--- src/rtl/msg_decrypt_engine_pkg.sv ---
// rtl/msg_decrypt_engine_pkg.sv - shared constants, state type and LFSR step function for the message decryptor
package msg_decrypt_engine_pkg;

    localparam logic [7:0] MSG_BASE = 8'd64;
    localparam int         MSG_LEN  = 64;
    localparam int         MAX_PRE  = 15;
    localparam int         HDR_LEN  = 7;
    localparam logic [7:0] SPACE    = 8'h20;
    localparam logic [3:0] NO_PTRN  = 4'hF;

    // Tap patterns, index 0 in the least significant slot.
    localparam logic [8:0][6:0] LFSR_PTRN = {
        7'h7B, 7'h7E, 7'h5C, 7'h69, 7'h6A, 7'h72, 7'h78, 7'h48, 7'h60
    };

    typedef enum logic [2:0] {
        IDLE,
        LOAD_HDR,
        SEARCH,
        RD,
        WR,
        PAD,
        DONE
    } state_t;

    // One LFSR advance: shift left, feedback is the parity of the tapped bits.
    function automatic logic [6:0] lfsr_step(input logic [6:0] s, input logic [6:0] ptrn);
        return {s[5:0], ^(s & ptrn)};
    endfunction

endpackage

--- src/rtl/msg_decrypt_engine_if.sv ---
// rtl/msg_decrypt_engine_if.sv - data memory bus between the decryptor (master) and DM (slave)
interface msg_decrypt_engine_if;

    logic [7:0] mem_addr;
    logic       mem_wr_en;
    logic [7:0] mem_wr_data;
    logic [7:0] mem_rd_data;

    modport master (
        output mem_addr,
        output mem_wr_en,
        output mem_wr_data,
        input  mem_rd_data
    );

    modport slave (
        input  mem_addr,
        input  mem_wr_en,
        input  mem_wr_data,
        output mem_rd_data
    );

endinterface

--- src/rtl/msg_decrypt_engine_lfsr7.sv ---
// rtl/msg_decrypt_engine_lfsr7.sv - 7-bit load/step LFSR with the tap pattern as an input
module lfsr7
    import msg_decrypt_engine_pkg::*;
(
    input  logic       clk,
    input  logic       init,
    input  logic       load,
    input  logic [6:0] load_val,
    input  logic       step,
    input  logic [6:0] ptrn,
    output logic [6:0] state
);

    // Load takes priority over step so a fresh seed is never advanced in the same cycle.
    always_ff @(posedge clk) begin
        if (init) begin
            state <= '0;
        end else if (load) begin
            state <= load_val;
        end else if (step) begin
            state <= lfsr_step(state, ptrn);
        end
    end

endmodule

--- src/rtl/msg_decrypt_engine.sv ---
// rtl/msg_decrypt_engine.sv - LFSR message decryptor top, optional DECRYPT_PARITY_CHECK_EN parity checking
module msg_decrypt_engine
    import msg_decrypt_engine_pkg::*;
(
    input  logic                 clk,
    input  logic                 init,
    input  logic                 req,
    output logic                 ack,
    msg_decrypt_engine_if.master mem,
    output logic [3:0]           ptrn_idx,
    output logic [6:0]           seed,
    output logic                 err
`ifdef DECRYPT_PARITY_CHECK_EN
    ,
    output logic [6:0]           par_err_cnt
`endif
);

    state_t     state_q, state_d;
    logic       req_q;
    logic [6:0] hdr [HDR_LEN];
    logic [2:0] hdr_k;
    logic [3:0] srch_idx;
    logic [5:0] byte_i;
    logic [6:0] out_ptr;
    logic [3:0] skipped;
    logic       skip;
    logic [7:0] p_q;
    logic [7:0] p_now;
    logic [6:0] dec_ptrn;
    logic [6:0] lfsr_q;
    logic [6:0] srch_s;
    logic       match;
    logic       hdr_zero;
    logic       drop;
    logic       launch;
    logic       lfsr_load;
    logic       lfsr_step_en;

`ifdef DECRYPT_PARITY_CHECK_EN
    logic       rd_par_bad;
    assign rd_par_bad = ^mem.mem_rd_data;
`else
    logic       unused_rd_msb;
    assign unused_rd_msb = mem.mem_rd_data[7];
`endif

    assign launch       = req_q && !req;
    assign hdr_zero     = (hdr[0] == 7'd0);
    assign p_now        = {1'b0, mem.mem_rd_data[6:0] ^ lfsr_q} + SPACE;
    assign drop         = skip && (p_q == SPACE) && (skipped != 4'(MAX_PRE));
    assign lfsr_load    = (state_q == SEARCH) && !hdr_zero && match;
    assign lfsr_step_en = (state_q == WR);

    // Candidate pattern check: unroll six steps from hdr[0] and compare against hdr[1..6].
    always_comb begin
        srch_s = hdr[0];
        match  = 1'b1;
        for (int j = 1; j < HDR_LEN; j++) begin
            srch_s = lfsr_step(srch_s, LFSR_PTRN[srch_idx]);
            if (srch_s != hdr[j]) begin
                match = 1'b0;
            end
        end
    end

    lfsr7 u_lfsr (
        .clk      (clk),
        .init     (init),
        .load     (lfsr_load),
        .load_val (hdr[0]),
        .step     (lfsr_step_en),
        .ptrn     (dec_ptrn),
        .state    (lfsr_q)
    );

    // State register.
    always_ff @(posedge clk) begin
        if (init) begin
            state_q <= IDLE;
        end else begin
            state_q <= state_d;
        end
    end

    // Next-state decode and DM bus drive; the bus idles at zero outside active cycles.
    always_comb begin
        state_d         = state_q;
        ack             = 1'b0;
        mem.mem_addr    = 8'd0;
        mem.mem_wr_en   = 1'b0;
        mem.mem_wr_data = 8'd0;
        case (state_q)
            IDLE: begin
                if (launch) begin
                    state_d = LOAD_HDR;
                end
            end
            LOAD_HDR: begin
                mem.mem_addr = MSG_BASE + {5'd0, hdr_k};
                if (hdr_k == 3'(HDR_LEN - 1)) begin
                    state_d = SEARCH;
                end
            end
            SEARCH: begin
                if (hdr_zero) begin
                    state_d = DONE;
                end else if (match) begin
                    state_d = RD;
                end else if (srch_idx == 4'd8) begin
                    state_d = DONE;
                end
            end
            RD: begin
                mem.mem_addr = MSG_BASE + {2'd0, byte_i};
                state_d      = WR;
            end
            WR: begin
                if (!drop) begin
                    mem.mem_wr_en   = 1'b1;
                    mem.mem_addr    = {1'b0, out_ptr};
                    mem.mem_wr_data = p_q;
                end
                state_d = (byte_i == 6'(MSG_LEN - 1)) ? PAD : RD;
            end
            PAD: begin
                if (out_ptr[6]) begin
                    state_d = DONE;
                end else begin
                    mem.mem_wr_en   = 1'b1;
                    mem.mem_addr    = {1'b0, out_ptr};
                    mem.mem_wr_data = SPACE;
                end
            end
            DONE: begin
                ack = 1'b1;
                if (req && !req_q) begin
                    state_d = IDLE;
                end
            end
            default: begin
                state_d = IDLE;
            end
        endcase
    end

    // Datapath: header capture, pattern search, byte decrypt, preamble skip and padding pointer.
    always_ff @(posedge clk) begin
        if (init) begin
            req_q    <= 1'b0;
            hdr_k    <= '0;
            srch_idx <= '0;
            byte_i   <= '0;
            out_ptr  <= '0;
            skipped  <= '0;
            skip     <= 1'b1;
            p_q      <= '0;
            dec_ptrn <= '0;
            ptrn_idx <= NO_PTRN;
            seed     <= '0;
            err      <= 1'b0;
            for (int k = 0; k < HDR_LEN; k++) begin
                hdr[k] <= '0;
            end
`ifdef DECRYPT_PARITY_CHECK_EN
            par_err_cnt <= '0;
`endif
        end else begin
            req_q <= req;
            case (state_q)
                IDLE: begin
                    if (launch) begin
                        hdr_k    <= '0;
                        srch_idx <= '0;
                        byte_i   <= '0;
                        out_ptr  <= '0;
                        skipped  <= '0;
                        skip     <= 1'b1;
                        ptrn_idx <= NO_PTRN;
                        seed     <= '0;
                        err      <= 1'b0;
`ifdef DECRYPT_PARITY_CHECK_EN
                        par_err_cnt <= '0;
`endif
                    end
                end
                LOAD_HDR: begin
                    hdr[hdr_k] <= mem.mem_rd_data[6:0];
                    if (hdr_k == 3'd0) begin
                        seed <= mem.mem_rd_data[6:0];
                    end
                    hdr_k <= hdr_k + 3'd1;
`ifdef DECRYPT_PARITY_CHECK_EN
                    if (rd_par_bad) begin
                        err <= 1'b1;
                    end
`endif
                end
                SEARCH: begin
                    if (hdr_zero) begin
                        err <= 1'b1;
                    end else if (match) begin
                        ptrn_idx <= srch_idx;
                        dec_ptrn <= LFSR_PTRN[srch_idx];
                    end else if (srch_idx == 4'd8) begin
                        err <= 1'b1;
                    end else begin
                        srch_idx <= srch_idx + 4'd1;
                    end
                end
                RD: begin
                    p_q <= p_now;
`ifdef DECRYPT_PARITY_CHECK_EN
                    if (rd_par_bad && (par_err_cnt != 7'h7F)) begin
                        par_err_cnt <= par_err_cnt + 7'd1;
                    end
`endif
                end
                WR: begin
                    if (drop) begin
                        skipped <= skipped + 4'd1;
                    end else begin
                        skip    <= 1'b0;
                        out_ptr <= out_ptr + 7'd1;
                    end
                    byte_i <= byte_i + 6'd1;
                end
                PAD: begin
                    if (!out_ptr[6]) begin
                        out_ptr <= out_ptr + 7'd1;
                    end
                end
                default: begin
                end
            endcase
        end
    end

endmodule

--- src/flat_wrapper.sv ---
// flat-port wrapper written by rule: the top's interface ports become plain ports
module msg_decrypt_engine_flat import msg_decrypt_engine_pkg::*;
  (clk, init, req, ack, ptrn_idx, seed, err, mem_mem_addr, mem_mem_wr_en, mem_mem_wr_data, mem_mem_rd_data);
  msg_decrypt_engine_if mem_i ();
  input  logic clk;
  input  logic init;
  input  logic req;
  output logic ack;
  output logic [3:0] ptrn_idx;
  output logic [6:0] seed;
  output logic err;
  output wire logic [$bits(mem_i.mem_addr)-1:0] mem_mem_addr;
  output wire logic [$bits(mem_i.mem_wr_en)-1:0] mem_mem_wr_en;
  output wire logic [$bits(mem_i.mem_wr_data)-1:0] mem_mem_wr_data;
  input wire logic [$bits(mem_i.mem_rd_data)-1:0] mem_mem_rd_data;
  assign mem_mem_addr = mem_i.mem_addr;
  assign mem_mem_wr_en = mem_i.mem_wr_en;
  assign mem_mem_wr_data = mem_i.mem_wr_data;
  assign mem_i.mem_rd_data = mem_mem_rd_data;
  msg_decrypt_engine u_core (.clk(clk), .init(init), .req(req), .ack(ack), .mem(mem_i), .ptrn_idx(ptrn_idx), .seed(seed), .err(err));
endmodule
--- config.mk ---
export PLATFORM = sky130hd
export DESIGN_NAME = msg_decrypt_engine_flat
export DESIGN_NICKNAME = d
export VERILOG_FILES = /design/src/rtl/msg_decrypt_engine_pkg.sv /design/src/rtl/msg_decrypt_engine_if.sv /design/src/rtl/msg_decrypt_engine_lfsr7.sv /design/src/rtl/msg_decrypt_engine.sv /design/src/flat_wrapper.sv
export SDC_FILE = /design/constraint.sdc
export NUM_CORES = 1
export LEC_CHECK = 0
export BUFFER_PORTS_ARGS = -buffer_cell sky130_fd_sc_hd__buf_2
export CELL_PAD_IN_SITES_DETAIL_PLACEMENT = 2
export CELL_PAD_IN_SITES_GLOBAL_PLACEMENT = 2
export CORE_MARGIN = 10
export CORE_UTILIZATION = 35
export DETAILED_ROUTE_END_ITERATION = 10
export GPL_ROUTABILITY_DRIVEN = 0
export PLACE_DENSITY = 0.75
export REMOVE_ABC_BUFFERS = 1
export SETUP_SLACK_MARGIN = 0.02
export SYNTH_ARGS = -nofsm -noshare
export SYNTH_HDL_FRONTEND = slang
export SYNTH_SLANG_ARGS = --single-unit
--- constraint.sdc ---
create_clock -name clk -period 4.3 [get_ports clk]
set_clock_uncertainty 0.1 [all_clocks]
set_input_delay 0.43 -clock clk [delete_from_list [all_inputs] [get_ports clk]]
set_output_delay 0.43 -clock clk [all_outputs]
set_load 0.1 [all_outputs]
### Word-level counts from Yosys, hierarchy flattened

Memories as Yosys holds them, arrays and structs flattened. A register that Yosys moved wholly into a read port is not among the register bits.
Cells that the tools add are included.

* bits in registers: 63
* output and inout bits: 30
* bits in read-only memories: 112
* word-level logic and storage cells: 171
* RAM bits: 49
* input port bits: 11
* memories: 2

Memory list
* (no name shown): depth 16, bits a word 7, rd ports 1, clocked after memory_dff 1, write ports 0, line msg_decrypt_engine.sv:60 `srch_s = lfsr_step(srch_s, LFSR_PTRN[srch_idx]);`
* u_core.hdr: depth 7, bits a word 7, rd ports 7, clocked after memory_dff 0, write ports 7, line msg_decrypt_engine.sv:21 `logic [6:0] hdr [HDR_LEN];`

* multiplexer cells: 67
* bitwise logic cells: 9
* equal/unequal tests: 32
* magnitude comparators: 1
* reductions and logical operators: 37
* add/sub/neg operators: 8

Operator list (count)
* $mux W7: 9
* $and A7 B7 Y7: 7
* $reduce_xor A7 Y1: 7
* $ne A7 B7 Y1: 6
* $mux W4: 10
* $pmux W8 S4: 1
* $mux W3: 10
* $pmux W4 S2: 3
* $mux W1: 21
* $pmux W3 S7: 1
* $pmux W7 S3: 1
* $mux W6: 3
* $pmux W8 S2: 1
* $reduce_and A3 Y1: 5
* $ne A2 B1 Y1 const B: 7
* $pmux W7 S2: 1
* $eq A3 B3 Y1 const B: 4
* $pmux W6 S2: 1
* $reduce_and A4 Y1: 3
* $ne A2 B2 Y1 const B: 5
* $reduce_and A5 Y1: 2
* $add A4 B1 Y4 const B: 2
* $add A7 B3 Y8 const A: 1
* $add A7 B6 Y8 const A: 1
* other kinds (27): 42

### Depth between registers and ports, before layout

* depth in word-level cells: 21
* gate-level depth with buffers: 19
* depth with buffers taken out: 17

### Cells and area by module

Synthesis repeated with hierarchy kept, for this count alone.

* cell total of the unflattened synthesis: 697
* area, all modules: 6328.6 um^2

Modules (own cells, without submodules)
* msg_decrypt_engine: cells an instance 647, area each 5919.4 um^2, sequential area each 2642.5 um^2, times used 1
* lfsr7: cells an instance 50, area each 409.1 um^2, sequential area each 140.1 um^2, times used 1

### Worst setup path before layout

Ideal clock, no wire load.

* kind: reg-to-output
* from: reg u_core.skipped[0]
* to: out mem_mem_addr[2]
* path buffers: 0
* stages on the path, launching flop included: 9
* path slack: -0.884 ns
* arrival time: 4.654 ns
* required time: 3.770 ns
* cells stage by stage: dfxtp_1 > ha_1 > and3_1 > nor4_1 > nand4b_1 > nor2_1 > a211oi_1 > a222oi_1 > inv_1

* cells in the longest elaborated chain, start to end: 4

Ends and longest elaborated chain
* start: declaration: line msg_decrypt_engine.sv:26 `logic [3:0] skipped;`
* start signal: assignment: line msg_decrypt_engine.sv:221 `skipped <= skipped + 4'd1;`
* $ne A4 B4 Y1: line msg_decrypt_engine.sv:51 `assign drop = skip && (p_q == SPACE) && (skipped != 4'(MAX_PRE));`
* $logic_and A1 B1 Y1: line msg_decrypt_engine.sv:51
* $mux W7: line msg_decrypt_engine.sv:119 `if (!drop) begin`
* $pmux W8 S4: line msg_decrypt_engine.sv:93 `case (state_q)`
* end: declaration: line flat_wrapper.sv:12 `output wire logic [$bits(mem_i.mem_addr)-1:0] mem_mem_addr;`

No other way between the ends.

==> results.json <==
{
  "dpl-instance-area_um2": 7090,
  "async_reset_ff_share_pct": 0,
  "syn-cell-area_um2": 6400,
  "diodes": 0,
  "timing.rr.end": "u_core.dec_ptrn[5]",
  "ys_ff_latch": 118,
  "core_area_um2": 18000,
  "route.met3.wl_um": 811,
  "wl_per_cell_um": 24.4,
  "cp_slowest_cell": "xnor3_2",
  "dr.pass1.iters": 5,
  "die_w_um": 155,
  "synth-edff-count": 42,
  "ant_nets": 0,
  "max_stage_delay_ns": 0.61,
  "final_core_util_pct": 45.8,
  "placed_cells": 992,
  "r2r_start": "u_core.hdr[0][3]",
  "violations": "negative setup slack",
  "worstSetupStartpointType": "flop",
  "fin_crit_ns": 4.58,
  "crit_path_end_kind": "flop",
  "final_cell_area_um2": 8230,
  "multi_input_area_um2": 3620,
  "initial_core_util_pct": 35.6,
  "seq_area_um2": 2790,
  "cts_made_buffers": 17,
  "synthFlopType": "dfxtp_1",
  "met1_length_mm": 10.4,
  "crit_family": "simple AND/OR/NAND/NOR gates",
  "p_per_area_nw_per_um2": 480,
  "final-max-slew-violation-count": 0,
  "grt_pass1_vias": 6464,
  "vdd_drop_max_uv": 308,
  "outcome": "finished with violations",
  "r2r_slack_ns": -0.28,
  "die_h_um": 155,
  "rows": 49,
  "drc": 0,
  "fin_cells": 1050,
  "yosys_warnings": 0,
  "worst_pin_slew_ns": 1.21,
  "num_io_pins": 41,
  "htree_levels": 4,
  "cts-root-buf": "clkbuf_16",
  "worstPathRequired_ns": 4.49,
  "cp.buffers_inverters": 4,
  "clk_path_buf_depth": 2,
  "maxCapViolCount": 0,
  "grt_usage_pct": 19.9,
  "cellLeakagePower_nw": 3.28,
  "top_layer": "met4",
  "hold_end": "u_core.req_q",
  "drive_gt1_share_pct": 27.8,
  "syn_avg_cell_area_um2": 9.05,
  "power_mw": 3.95,
  "reg2reg_depth": 18,
  "met2RoutedLength_mm": 13.8,
  "nFillCells": 1936,
  "max_slew_margin_pct": 18.8,
  "setup_viol_count_final": 29,
  "insertion_delay_ns": 0.43,
  "die_area_um2": 24100,
  "hp-start": "req",
  "hold_viol_final": 0,
  "holdBufCountCts": 0,
  "cp_cell_sequence": "nand2_1, xor2_1, xnor3_2, nand2_2, nand2_1, a32o_2, or3_4, a21o_1, a211o_1, a2111oi_4, buf_4, buf_4, buf_6, nand4_4, or2_4, buf_8, mux2i_1, nor2_1",
  "rsz0062_at_grt": "true",
  "crit_arrival_ns": 4.77,
  "hold_path_class": "input pin to flop",
  "cts_tree": "yes",
  "routed_wl_mm": 25.7,
  "area_delta_synth_final_pct": 28.5,
  "dr.first_iter.drc_count": 326,
  "clk_pin_slew_ns": 0.06,
  "grt_max_degree": 45,
  "ys_types": 72,
  "clock_sinks": 118,
  "critical_path_class": "flop to flop",
  "grt.overflow.total": 0,
  "detailed_place_hpwl_mm": 16.1,
  "viasPerCell": 5.56,
  "fin_nets": 832,
  "io_buffers": 38,
  "place_ws_ns": -0.464,
  "antenna_found_initial": 0,
  "yosysSeqAreaShare_pct": 43.5,
  "hold_path_depth": 2,
  "syn_inst": 707,
  "worst_slack_ns": -0.281,
  "vias": 5841,
  "crit_fanout": 7,
  "grt_pass1_wl_mm": 37.6,
  "finalCritPeriodShare_pct": 107,
  "startpoint": "u_core.hdr[0][3]",
  "clock.fmax_mhz": 218
}
==> flip-flops by register name (all words and copies together) (netlist names), 4 cells and up, named ones only <==
register	count
u_core.hdr	49
u_core.skipped	4
u_core.seed	7
u_core.u_lfsr.state	7
u_core.dec_ptrn	7
u_core.byte_i	6
u_core.p_q	8
u_core.srch_idx	4
u_core.ptrn_idx	4
u_core.out_ptr	7
==> synth_stat cells, drive strengths merged (2+ instances only) <==
library cell,count,area share [%]
dfxtp,76,24
and3,17,1.7
xnor3,3,1.1
nand3b,5,0.59
a31oi,7,0.78
a32oi,10,1.4
a22o,3,0.41
nor2b,3,0.29
nand3,18,1.4
clkbuf,22,1.3
o2111ai,3,0.41
o211ai,3,0.35
a211oi,11,1.4
nor4,5,0.49
or3,5,0.49
xor2,19,2.8
nand2b,6,0.59
and4,3,0.41
nor2,116,6.8
nor3b,4,0.47
a31o,2,0.27
xnor2,29,4.6
buf,14,1.8
a21o,2,0.23
and2,22,2.2
or4,5,0.59
a222oi,4,0.63
mux2i,22,3.4
a311oi,7,1.4
edfxtp,42,20
a21oi,25,2.0
o21ai,15,1.2
nor3,16,1.3
o21bai,5,0.59
nand2,89,5.3
or2,3,0.29
inv,26,1.5
mux2,2,0.35
ha,13,2.5
nand4,10,1.1
==> power breakdown <==
group | internal, mW | switching, mW | total (mW)
registers | 1.23 | 0.0841 | 1.31
logic | 0.467 | 0.779 | 1.25
clock network | 0.760 | 0.629 | 1.39
total | 2.46 | 1.49 | 3.95
==> cell type report <==
cell class	instances	area share [%]
Sequential cell	118	33.9
Clock inverter	15	1.66
Multi-Input combinational cell	526	44.0
Clock buffer	17	5.17
Inverter	27	1.26
Tap cell	229	3.48
Timing Repair Buffer	118	10.5
==> metrics by stage <==
stage	setup TNS, ns	hold WS, ns
floorplan	-5.34	0.319
global placement	-0.385	0.335
detailed placement	-4.40	0.359
CTS	-0.0295	0.149
global route	-9.66	0.171
finish	-4.18	0.147
==> cells in the final DEF, fill, tap and decap left out, types with 4 or more instances in the layout <==
cell,instances
a211oi_1,8
a21oi_1,18
a21oi_2,5
a222oi_1,4
a311oi_2,7
a31oi_1,5
a32oi_1,8
and2_1,22
and3_1,17
buf_2,38
buf_4,67
buf_6,10
clkbuf_16,18
clkinv_4,5
dfxtp_1,74
edfxtp_1,42
ha_1,10
inv_1,23
inv_6,5
mux2i_1,22
nand2_1,83
nand2_2,6
nand2b_1,5
nand3_1,15
nand3b_1,5
nand4_1,9
nor2_1,105
nor2_2,8
nor3_1,14
nor3b_1,4
nor4_1,4
o21ai_0,11
o21bai_1,5
or3_1,4
or4_1,5
xnor2_1,24
xor2_1,15
xor2_2,4
==> kinds of logic (layout without fill, tap and decap cells) <==
kind of cell,Yosys count,after routing,share of synthesized area (%)
buffers and inverters,63,177,4.63
AO/OA/AOI/OAI,108,108,12.8
other,1,1,0.0586
adder cells (fa/ha/maj),13,13,2.54
AND/OR/NAND/NOR,329,329,24.1
multiplexers,24,24,3.79
XOR/XNOR,51,51,8.51
flip-flops,118,118,43.5
==> worst max path at each step <==
stage                                    end  slack, ns  cells past startpoint
after detailed placement                flop      -0.46                     17
after global routing      u_core.dec_ptrn[5]      -0.44                     18
after floorplan              mem_mem_addr[2]      -0.90                      8
after global placement                  flop      -0.19                     18
after CTS                               flop      -0.03                     19
final                     u_core.dec_ptrn[5]      -0.28                     18
==> repair_timing <==
action / 4_1_cts / 5_1_grt
pin swaps: 22 / 12
gates cloned: 0 / 1
setup endpoints to repair: 30 / 29
setup buffers: 14 / 11
gates resized for setup: 37 / 50
==> metal layers <==
metal	vias to the layer above	global-route usage [%]
met1	2993	22.5
met5	-	0
met3	40	4.16
li1	2691	-
met4	0	6.33
met2	117	36.5
Power figures use the tool's default switching activity.
